**src/rtl/fetch_unit_pkg.sv**
```systemverilog
// Shared definitions for the instruction-fetch stage: default widths and FSM encoding.
package fetch_unit_pkg;

  localparam int ADDR_W_DEF = 16;
  localparam int DATA_W_DEF = 16;
  localparam int DEPTH_DEF  = 2;

  typedef enum logic [1:0] {
    IDLE    = 2'd0,
    REQ     = 2'd1,
    DISCARD = 2'd2
  } fetch_state_e;

endpackage

```
**src/rtl/fetch_unit_if.sv**
```systemverilog
// Memory read bus and decode-side instruction bus of the fetch stage.
// mem: req held with a stable addr until a cycle with ack=1 completes the read.
// instr: a word transfers on any cycle where valid & ready; valid never waits on ready.
interface fetch_unit_if #(
  parameter int ADDR_W = 16,
  parameter int DATA_W = 16
);
  logic              mem_req;
  logic [ADDR_W-1:0] mem_addr;
  logic              mem_ack;
  logic [DATA_W-1:0] mem_rdata;
  logic              instr_valid;
  logic              instr_ready;
  logic [DATA_W-1:0] instr;
  logic [ADDR_W-1:0] instr_pc;

  modport master (
    output mem_req, mem_addr, instr_valid, instr, instr_pc,
    input  mem_ack, mem_rdata, instr_ready
  );

  modport slave (
    input  mem_req, mem_addr, instr_valid, instr, instr_pc,
    output mem_ack, mem_rdata, instr_ready
  );
endinterface

```
**src/rtl/fetch_unit_fifo.sv**
```systemverilog
// Prefetch buffer: power-of-two circular FIFO; flush beats push and pop.
module fetch_fifo #(
  parameter int DEPTH = 2,
  parameter int WIDTH = 32,
  localparam int PTR_W = $clog2(DEPTH),
  localparam int CNT_W = $clog2(DEPTH) + 1
) (
  input  logic             clk,
  input  logic             rst,
  input  logic             push_i,
  input  logic             pop_i,
  input  logic             flush_i,
  input  logic [WIDTH-1:0] wdata_i,
  output logic [WIDTH-1:0] rdata_o,
  output logic [CNT_W-1:0] count_o
);
  logic [WIDTH-1:0] mem_q [DEPTH];
  logic [PTR_W-1:0] wr_q, wr_d, rd_q, rd_d;
  logic [CNT_W-1:0] cnt_q, cnt_d;
  logic             do_push, do_pop;

  assign do_push = push_i && !flush_i;
  assign do_pop  = pop_i && !flush_i && (cnt_q != '0);

  always_comb begin
    wr_d  = wr_q;
    rd_d  = rd_q;
    cnt_d = cnt_q;
    if (flush_i) begin
      wr_d  = '0;
      rd_d  = '0;
      cnt_d = '0;
    end else begin
      if (do_push) wr_d = wr_q + PTR_W'(1);
      if (do_pop)  rd_d = rd_q + PTR_W'(1);
      case ({do_push, do_pop})
        2'b10:   cnt_d = cnt_q + CNT_W'(1);
        2'b01:   cnt_d = cnt_q - CNT_W'(1);
        default: cnt_d = cnt_q;
      endcase
    end
  end

  always_ff @(posedge clk or posedge rst) begin
    if (rst) begin
      wr_q  <= '0;
      rd_q  <= '0;
      cnt_q <= '0;
    end else begin
      wr_q  <= wr_d;
      rd_q  <= rd_d;
      cnt_q <= cnt_d;
    end
  end

  // Storage needs no reset: the head is only observed while count is non-zero.
  always_ff @(posedge clk) begin
    if (do_push) mem_q[wr_q] <= wdata_i;
  end

  assign rdata_o = mem_q[rd_q];
  assign count_o = cnt_q;
endmodule

```
**src/rtl/fetch_unit.sv**
```systemverilog
// Instruction fetch: one outstanding memory read at a time, tagged words into a
// prefetch buffer, redirects forwarded to the PC and all pending work discarded.
module fetch_unit
  import fetch_unit_pkg::*;
#(
  parameter int ADDR_W = ADDR_W_DEF,
  parameter int DATA_W = DATA_W_DEF,
  parameter int DEPTH  = DEPTH_DEF
) (
  input  logic              clk,
  input  logic              rst,
  input  logic [ADDR_W-1:0] pc_count,
  output logic              pc_inc,
  output logic              pc_we,
  output logic [ADDR_W-1:0] pc_data,
  input  logic              redirect_valid,
  input  logic [ADDR_W-1:0] redirect_addr,
  fetch_unit_if.master      bus,
  output fetch_state_e      state_o
);
  localparam int CNT_W = $clog2(DEPTH) + 1;

  fetch_state_e      state_q, state_d;
  logic              mem_req_q, mem_req_d;
  logic [ADDR_W-1:0] mem_addr_q, mem_addr_d;
  logic [CNT_W-1:0]  count;
  logic [ADDR_W+DATA_W-1:0] head;
  logic              ack, issue, push, pop, valid;

  // Acks are only meaningful while a request is actually outstanding.
  assign ack   = bus.mem_ack && mem_req_q;
  assign issue = (state_q == IDLE) && !redirect_valid && (count < CNT_W'(DEPTH));
  assign push  = (state_q == REQ) && ack && !redirect_valid;
  assign valid = (count != '0);
  assign pop   = valid && bus.instr_ready;

  assign pc_inc  = issue && !rst;
  assign pc_we   = redirect_valid;
  assign pc_data = redirect_addr;

  always_comb begin
    state_d    = state_q;
    mem_req_d  = mem_req_q;
    mem_addr_d = mem_addr_q;
    case (state_q)
      IDLE: begin
        if (issue) begin
          state_d    = REQ;
          mem_req_d  = 1'b1;
          mem_addr_d = pc_count;
        end
      end
      REQ: begin
        if (ack) begin
          state_d   = IDLE;
          mem_req_d = 1'b0;
        end else if (redirect_valid) begin
          state_d = DISCARD;
        end
      end
      DISCARD: begin
        if (ack) begin
          state_d   = IDLE;
          mem_req_d = 1'b0;
        end
      end
      default: begin
        state_d   = IDLE;
        mem_req_d = 1'b0;
      end
    endcase
  end

  always_ff @(posedge clk or posedge rst) begin
    if (rst) begin
      state_q    <= IDLE;
      mem_req_q  <= 1'b0;
      mem_addr_q <= '0;
    end else begin
      state_q    <= state_d;
      mem_req_q  <= mem_req_d;
      mem_addr_q <= mem_addr_d;
    end
  end

  fetch_fifo #(.DEPTH(DEPTH), .WIDTH(ADDR_W + DATA_W)) u_fifo (
    .clk     (clk),
    .rst     (rst),
    .push_i  (push),
    .pop_i   (pop),
    .flush_i (redirect_valid),
    .wdata_i ({mem_addr_q, bus.mem_rdata}),
    .rdata_o (head),
    .count_o (count)
  );

  assign bus.mem_req     = mem_req_q;
  assign bus.mem_addr    = mem_addr_q;
  assign bus.instr_valid = valid;
  assign bus.instr       = valid ? head[DATA_W-1:0] : '0;
  assign bus.instr_pc    = valid ? head[ADDR_W+DATA_W-1:DATA_W] : '0;
  assign state_o         = state_q;
endmodule

```
**src/flat_wrapper.sv**
```systemverilog
// flat-port wrapper written by rule: the top's interface ports become plain ports
module fetch_unit_flat import fetch_unit_pkg::*;
#(
  parameter int ADDR_W = ADDR_W_DEF,
  parameter int DATA_W = DATA_W_DEF,
  parameter int DEPTH  = DEPTH_DEF
)
  (clk, rst, pc_count, pc_inc, pc_we, pc_data, redirect_valid, redirect_addr, state_o, bus_mem_req, bus_mem_addr, bus_instr_valid, bus_instr, bus_instr_pc, bus_mem_ack, bus_mem_rdata, bus_instr_ready);
  fetch_unit_if #(.ADDR_W(ADDR_W), .DATA_W(DATA_W)) bus_i ();
  input  logic clk;
  input  logic rst;
  input  logic [ADDR_W-1:0] pc_count;
  output logic pc_inc;
  output logic pc_we;
  output logic [ADDR_W-1:0] pc_data;
  input  logic redirect_valid;
  input  logic [ADDR_W-1:0] redirect_addr;
  output fetch_state_e state_o;
  output wire logic [$bits(bus_i.mem_req)-1:0] bus_mem_req;
  output wire logic [$bits(bus_i.mem_addr)-1:0] bus_mem_addr;
  output wire logic [$bits(bus_i.instr_valid)-1:0] bus_instr_valid;
  output wire logic [$bits(bus_i.instr)-1:0] bus_instr;
  output wire logic [$bits(bus_i.instr_pc)-1:0] bus_instr_pc;
  input wire logic [$bits(bus_i.mem_ack)-1:0] bus_mem_ack;
  input wire logic [$bits(bus_i.mem_rdata)-1:0] bus_mem_rdata;
  input wire logic [$bits(bus_i.instr_ready)-1:0] bus_instr_ready;
  assign bus_mem_req = bus_i.mem_req;
  assign bus_mem_addr = bus_i.mem_addr;
  assign bus_instr_valid = bus_i.instr_valid;
  assign bus_instr = bus_i.instr;
  assign bus_instr_pc = bus_i.instr_pc;
  assign bus_i.mem_ack = bus_mem_ack;
  assign bus_i.mem_rdata = bus_mem_rdata;
  assign bus_i.instr_ready = bus_instr_ready;
  fetch_unit #(.ADDR_W(ADDR_W), .DATA_W(DATA_W), .DEPTH(DEPTH)) u_core (.clk(clk), .rst(rst), .pc_count(pc_count), .pc_inc(pc_inc), .pc_we(pc_we), .pc_data(pc_data), .redirect_valid(redirect_valid), .redirect_addr(redirect_addr), .bus(bus_i), .state_o(state_o));
endmodule
```
**config.mk**
```make
export PLATFORM = sky130hd
export DESIGN_NAME = fetch_unit_flat
export DESIGN_NICKNAME = d
export VERILOG_FILES = /design/src/rtl/fetch_unit_pkg.sv /design/src/rtl/fetch_unit_if.sv /design/src/rtl/fetch_unit_fifo.sv /design/src/rtl/fetch_unit.sv /design/src/flat_wrapper.sv
export SDC_FILE = /design/constraint.sdc
export NUM_CORES = 1
export LEC_CHECK = 0
export BUFFER_PORTS_ARGS = -buffer_cell sky130_fd_sc_hd__clkbuf_2
export CORE_MARGIN = 4
export CORE_UTILIZATION = 45
export CTS_BUF_LIST = sky130_fd_sc_hd__clkbuf_8
export DETAILED_ROUTE_END_ITERATION = 6
export PLACE_DENSITY = 0.84
export SYNTH_ARGS = -nofsm -noshare
export SYNTH_HDL_FRONTEND = slang
export SYNTH_SLANG_ARGS = --single-unit
export TNS_END_PERCENT = 30
```
**constraint.sdc**
```tcl
create_clock -name clk -period 3.15 [get_ports clk]
set_input_delay 0.63 -clock clk [delete_from_list [all_inputs] [get_ports clk]]
set_output_delay 0.63 -clock clk [all_outputs]
set_load 0.05 [all_outputs]
```
; ---- Word level (Yosys, flattened, before mapping)
; Memories as Yosys holds them, arrays and structs flattened.
; Cells that the tools add are included.
[word_totals]
regBits = 23
ram_bits = 64
out_inout_bits = 70
n_memories = 1
[classes]
add_sub_neg = 4
order_cmp = 1
eq_ne = 8
n_mux = 18
reduce_logical = 21
[memory_table]
columns = memory, depth, width, read_ports, rd_clocked_by_memory_dff, write_ports, line
row1 = u_core.u_fifo.mem_q, 2, 32, 1, 0, 1, fetch_unit_fifo.sv:17  ; logic [WIDTH-1:0] mem_q [DEPTH];
[op_table]
columns = op, n
row1 = 16-bit two-way mux, 2
row2 = 1-bit logical AND, 10
row3 = 2-bit two-way mux, 5
row4 = 1-bit two-way mux, 8
row5 = "2-bit by 1-bit != test with 1-bit output, second input constant", 3
row6 = 2-bit case mux with 3 select lines, 1
row7 = 2-bit nonzero test, 3
row8 = "2-bit by 1-bit == test with 1-bit output, second input constant", 2
row9 = "2-bit == test, second input constant", 2
row10 = 2-bit case mux with 2 select lines, 1
row11 = 2-bit AND reduction, 2
row12 = "3-bit by 2-bit != test with 1-bit output, second input constant", 1
row13 = 3-bit AND reduction, 1
row14 = 3-bit nonzero test, 1
row15 = "1-bit adder, second input constant", 2
row16 = "2-bit by 1-bit adder with 2-bit output, second input constant", 1
row17 = 1-bit logical NOT, 2
row18 = 2-bit logical NOT, 1
row19 = "2-bit less-than comparator, second input constant", 1
row20 = 1-bit case mux with 2 select lines, 1
row21 = 2-bit OR reduction, 1
row22 = "2-bit by 1-bit subtractor with 2-bit output, second input constant", 1

; ---- Logic depth before layout (Yosys ltp)
[logic_depth]
word_depth = 7
mapped_depth = 6
mapped_depth_nobuf = 5

; ---- By module
; A second synthesis with hierarchy kept.
[hier_totals]
cells_unflattened = 244
area_unflattened_um2 = 3828.7
[modules_own_cells]
columns = mod, n_inst, cells_per_inst, area_each_um2, seq_area_each_um2
row1 = fetch_fifo, 1, 124, 2546.2, 2021.9
row2 = fetch_unit, 1, 120, 1282.5, 475.5

; ---- Worst setup path after synthesis
; No wires, ideal clock.
[synth_timing]
path_kind = register -> register
start = register u_core.state_q[1], in the netlist u_core.state_o[1]
end = memory u_core.u_fifo.mem_q[0][0], enable pin
setup_time_ps = 421
arrival_time_ps = 2822
t_required_ps = 2729
path_slack_ps = -93
stages_incl_launch_ff = 6
path_buffers = 0
synth_period_minus_slack_ps = 3243
path_cell_list = dfrtp_1 > inv_1 > ha_1 > nand3_1 > or2_2 > nor2_1
[synth_between]
elab_chain_cells = 6
[synth_rtl]
columns = item, line
row1 = from (decl), fetch_unit.sv:23  ; fetch_state_e state_q, state_d;
row2 = from (signal assigned), fetch_unit.sv:80  ; state_q <= state_d;
row3 = 2-bit by 1-bit == test with 1-bit output, fetch_unit.sv:33  ; assign push = (state_q == REQ) && ack && !redirect_valid;
row4 = 1-bit logical AND (2 in a row), fetch_unit.sv:33
row5 = 1-bit logical AND, fetch_unit_fifo.sv:22  ; assign do_push = push_i && !flush_i;
row6 = 1-bit two-way mux, fetch_unit_fifo.sv:58  ; if (do_push) mem_q[wr_q] <= wdata_i;
row7 = 1-bit two-way mux (not written as such), fetch_unit_fifo.sv:58
row8 = to (decl), fetch_unit_fifo.sv:17
; Every way passes these cells.

; ---- Final worst setup path
[layout_timing]
start = register u_core.u_fifo.rd_q
end = output port bus_instr[0]
[layout_between]
elab_chain_cells = 2
[layout_rtl]
columns = item, line
row1 = from (decl), fetch_unit_fifo.sv:18  ; logic [PTR_W-1:0] wr_q, wr_d, rd_q, rd_d;
row2 = from (signal assigned), fetch_unit_fifo.sv:51  ; rd_q <= rd_d;
row3 = memory 2 x 32 bit, -
row4 = 16-bit two-way mux, fetch_unit.sv:100  ; assign bus.instr = valid ? head[DATA_W-1:0] : '0;
row5 = to (decl), flat_wrapper.sv:22  ; output wire logic [$bits(bus_i.instr)-1:0] bus_instr;
; Every way passes these cells.

==> results_dict.tcl <==
set metrics [dict create \
    h-tree-depth 3 \
    critPathArrivalTime_ps 1890 \
    slew_viol_final 0 \
    rows 32 \
    ios 123 \
    slowest_delay_ps 750 \
    path_depth 4 \
    tightestPinTransition_ps 933 \
    synth_edf_count 64 \
    worstSetupEndpointType "output pin" \
    setup_ws_ps 634 \
    r2r-start "u_core.state_o[1]$_DFFE_PP0P_" \
    most-common-layout-cells "clkbuf_2, edfxtp_1, nor2_1" \
    fmax_mhz 397 \
    port_buffers 90 \
    n_antenna_cell 0 \
    cts_resized 0 \
    cp_data_required_time_ps 2520 \
    status "finished clean" \
    fin_crit_ps 2520 \
    worstSetupPathType "reg -> out" \
    fill_cells 656 \
    path_buf_inv 2 \
    path_delay_family "flip-flops" \
    cts_max_path_buffers 2 \
    fin_area_um2 4330 \
    crit_path_top_delay_cell "dfrtp_2" \
    grt_pass1_vias 2146 \
    grt_pass1_wl_um 10600 \
    numCtsBuffers 9 \
    final_util_pct 55.4 \
    power.total_mw 3.69 \
    syn_avg_cell_area_um2 14.8 \
    clk_pin_slew_ps 90 \
    drc 0 \
    clkSinkCount 87 \
    initial_utilization_pct 46.9 \
    rsz0062_at_grt "no" \
    synthCells 247 \
    coreArea_um2 7810 \
    hpwl_um 4830 \
    synthFlopType "edfxtp_1" \
    nets 382 \
    clkLatencyLatePin_ps 350 \
    drt_iter0_drc 35 \
    routed_wl_um 6790 \
    yosys_warnings 0 \
    syn_area_um2 3660 \
    finalHoldViolCount 0 \
    die-area_um2 9640 \
    drt-vias-per-instance 4.79 \
    die_h_um 98.2 \
    syn2layout_area_growth_pct 18.3 \
    worstReg2RegEnd "u_core.u_fifo.mem_q[0][11]$_DFFE_PP_" \
    layout_commonest_cell "clkbuf_2" \
    crit_path_end "bus_instr[0]" \
    num_vias 2070 \
    period_share_pct 79.9 \
    hold_path_class "in -> async" \
    cap_violations 0 \
    rrSetupSlack_ps 760 \
    crit_chain "buf_12, mux2i_1, nor2_1, clkbuf_2" \
    clock_skew_ps 7.65 \
    grt_max_degree 31 \
    ctsHoldBuffers 0 \
    cts_tree "done" \
    finalSetupTns_ps 0 \
    rr_worst_depth 6 \
    first_pass_iters 4 \
    overflow 0 \
    antenna_found_initial 0 \
    root_buffer "clkbuf_8" \
    yosysUniqueCellTypes 32 \
    wire_per_inst_um 15.7 \
    grt_use_total_pct 14.3 \
    setup_viol 0 \
    start_kind "flop" \
    synth_nets 304 \
    drive_gt1_share_pct 40.6 \
    dpl_cell_area_um2 4130 \
    post_cts_buffers 0 \
    ys_ff_latch 87 \
    powerDensity_nw_per_um2 853 \
    p_leak_nw 1.71 \
    routabilityCongestion 0.785 \
    die_x_um 98.2 \
    worstPathMaxFanout 19 \
    async_flop_share_pct 26.4 \
    startpoint "u_core.u_fifo.rd_q$_DFFE_PP0P_" \
    slew_headroom_pct 37.7 \
    ir_drop_uv 609 \
    drtAntennaViolNets 0 \
    yosysSeqAreaShare_pct 68.2 \
    place_ws_ps 726 \
]
==> state kept, by name (all words and copies together), names as in the netlist <==
name,flops
u_core.bus.mem_addr,16
u_core.bus.mem_req,1
u_core.state_o,2
u_core.u_fifo.count_o,2
u_core.u_fifo.mem_q,64
u_core.u_fifo.rd_q,1
u_core.u_fifo.wr_q,1
==> final cells by class <==
class | count | area (um2) | area share, %
clock buffers | 9 | 124 | 2.86
clock inverters | 7 | 77.6 | 1.79
inverters | 5 | 18.8 | 0.434
multi-input cells | 128 | 977 | 22.6
flip-flops and latches | 87 | 2500 | 57.7
well taps | 102 | 128 | 2.95
repair buffers | 94 | 505 | 11.7
==> per-stage QoR <==
step,hold WS [ps],std cells
floorplan,583,247
global placement,474,416
detailed placement,492,416
CTS,440,432
global route,441,432
finish,460,432
==> synth_stat cells, types with 3 or more instances <==
| cell type | count | area share [%] |
|---|---|---|
| buf_2 | 4 | 0.55 |
| buf_4 | 17 | 3.5 |
| clkbuf_1 | 4 | 0.41 |
| dfrtp_1 | 23 | 16 |
| edfxtp_1 | 64 | 52 |
| ha_1 | 4 | 1.4 |
| inv_1 | 5 | 0.51 |
| mux2_2 | 6 | 1.8 |
| mux2_4 | 10 | 4.1 |
| mux2i_1 | 32 | 8.7 |
| nand2_1 | 4 | 0.41 |
| nor2_1 | 41 | 4.2 |
| nor2b_1 | 3 | 0.51 |
| o21ai_0 | 6 | 0.82 |
==> routing by layer <==
layer / global-route usage (%) / share of wire, % / vias to the layer above
li1: - / - / 1017
met4: 6.62 / 2.3 / 0
met1: 15.6 / 40 / 964
met3: 4.86 / 6.8 / 20
met5: 0 / 0 / -
met2: 25.1 / 51 / 69
==> worst min path at each step <==
stage          cells past startpoint                           startpoint  slack, ps                              endpoint
6_report                           2                                  rst        460    u_core.bus.mem_addr[0]$_DFFE_PP0P_
5_1_grt                            1                     bus_mem_rdata[7]        440   u_core.u_fifo.mem_q[1][7]$_DFFE_PP_
4_1_cts                            1                     bus_mem_rdata[7]        440   u_core.u_fifo.mem_q[1][7]$_DFFE_PP_
3_5_place_dp                       0  u_core.bus.mem_addr[11]$_DFFE_PP0P_        490  u_core.u_fifo.mem_q[1][27]$_DFFE_PP_
3_3_place_gp                       0  u_core.bus.mem_addr[13]$_DFFE_PP0P_        470  u_core.u_fifo.mem_q[1][29]$_DFFE_PP_
2_1_floorplan                      3       u_core.u_fifo.wr_q$_DFFE_PP0P_        580        u_core.u_fifo.wr_q$_DFFE_PP0P_
==> cells by family (layout without fill, tap and decap cells) <==
logic type,count (synthesis),in the layout,share of synthesized area [%]
flip-flops,87,87,68.2
AND/OR/NAND/NOR,61,61,7.45
multiplexers,48,48,14.7
buffers and inverters,32,115,5.57
AO/OA/AOI/OAI,13,13,2.22
adder cells (fa/ha/maj),4,4,1.37
XOR/XNOR,2,2,0.479
==> where the power goes <==
part	total [mW]	leakage (nW)	internal (mW)	switching, mW
Combinational	1.29	0.756	0.389	0.899
Sequential	1.63	0.857	1.47	0.160
Clock	0.775	0.101	0.374	0.401
No activity file was read; power rests on OpenSTA's default activity.
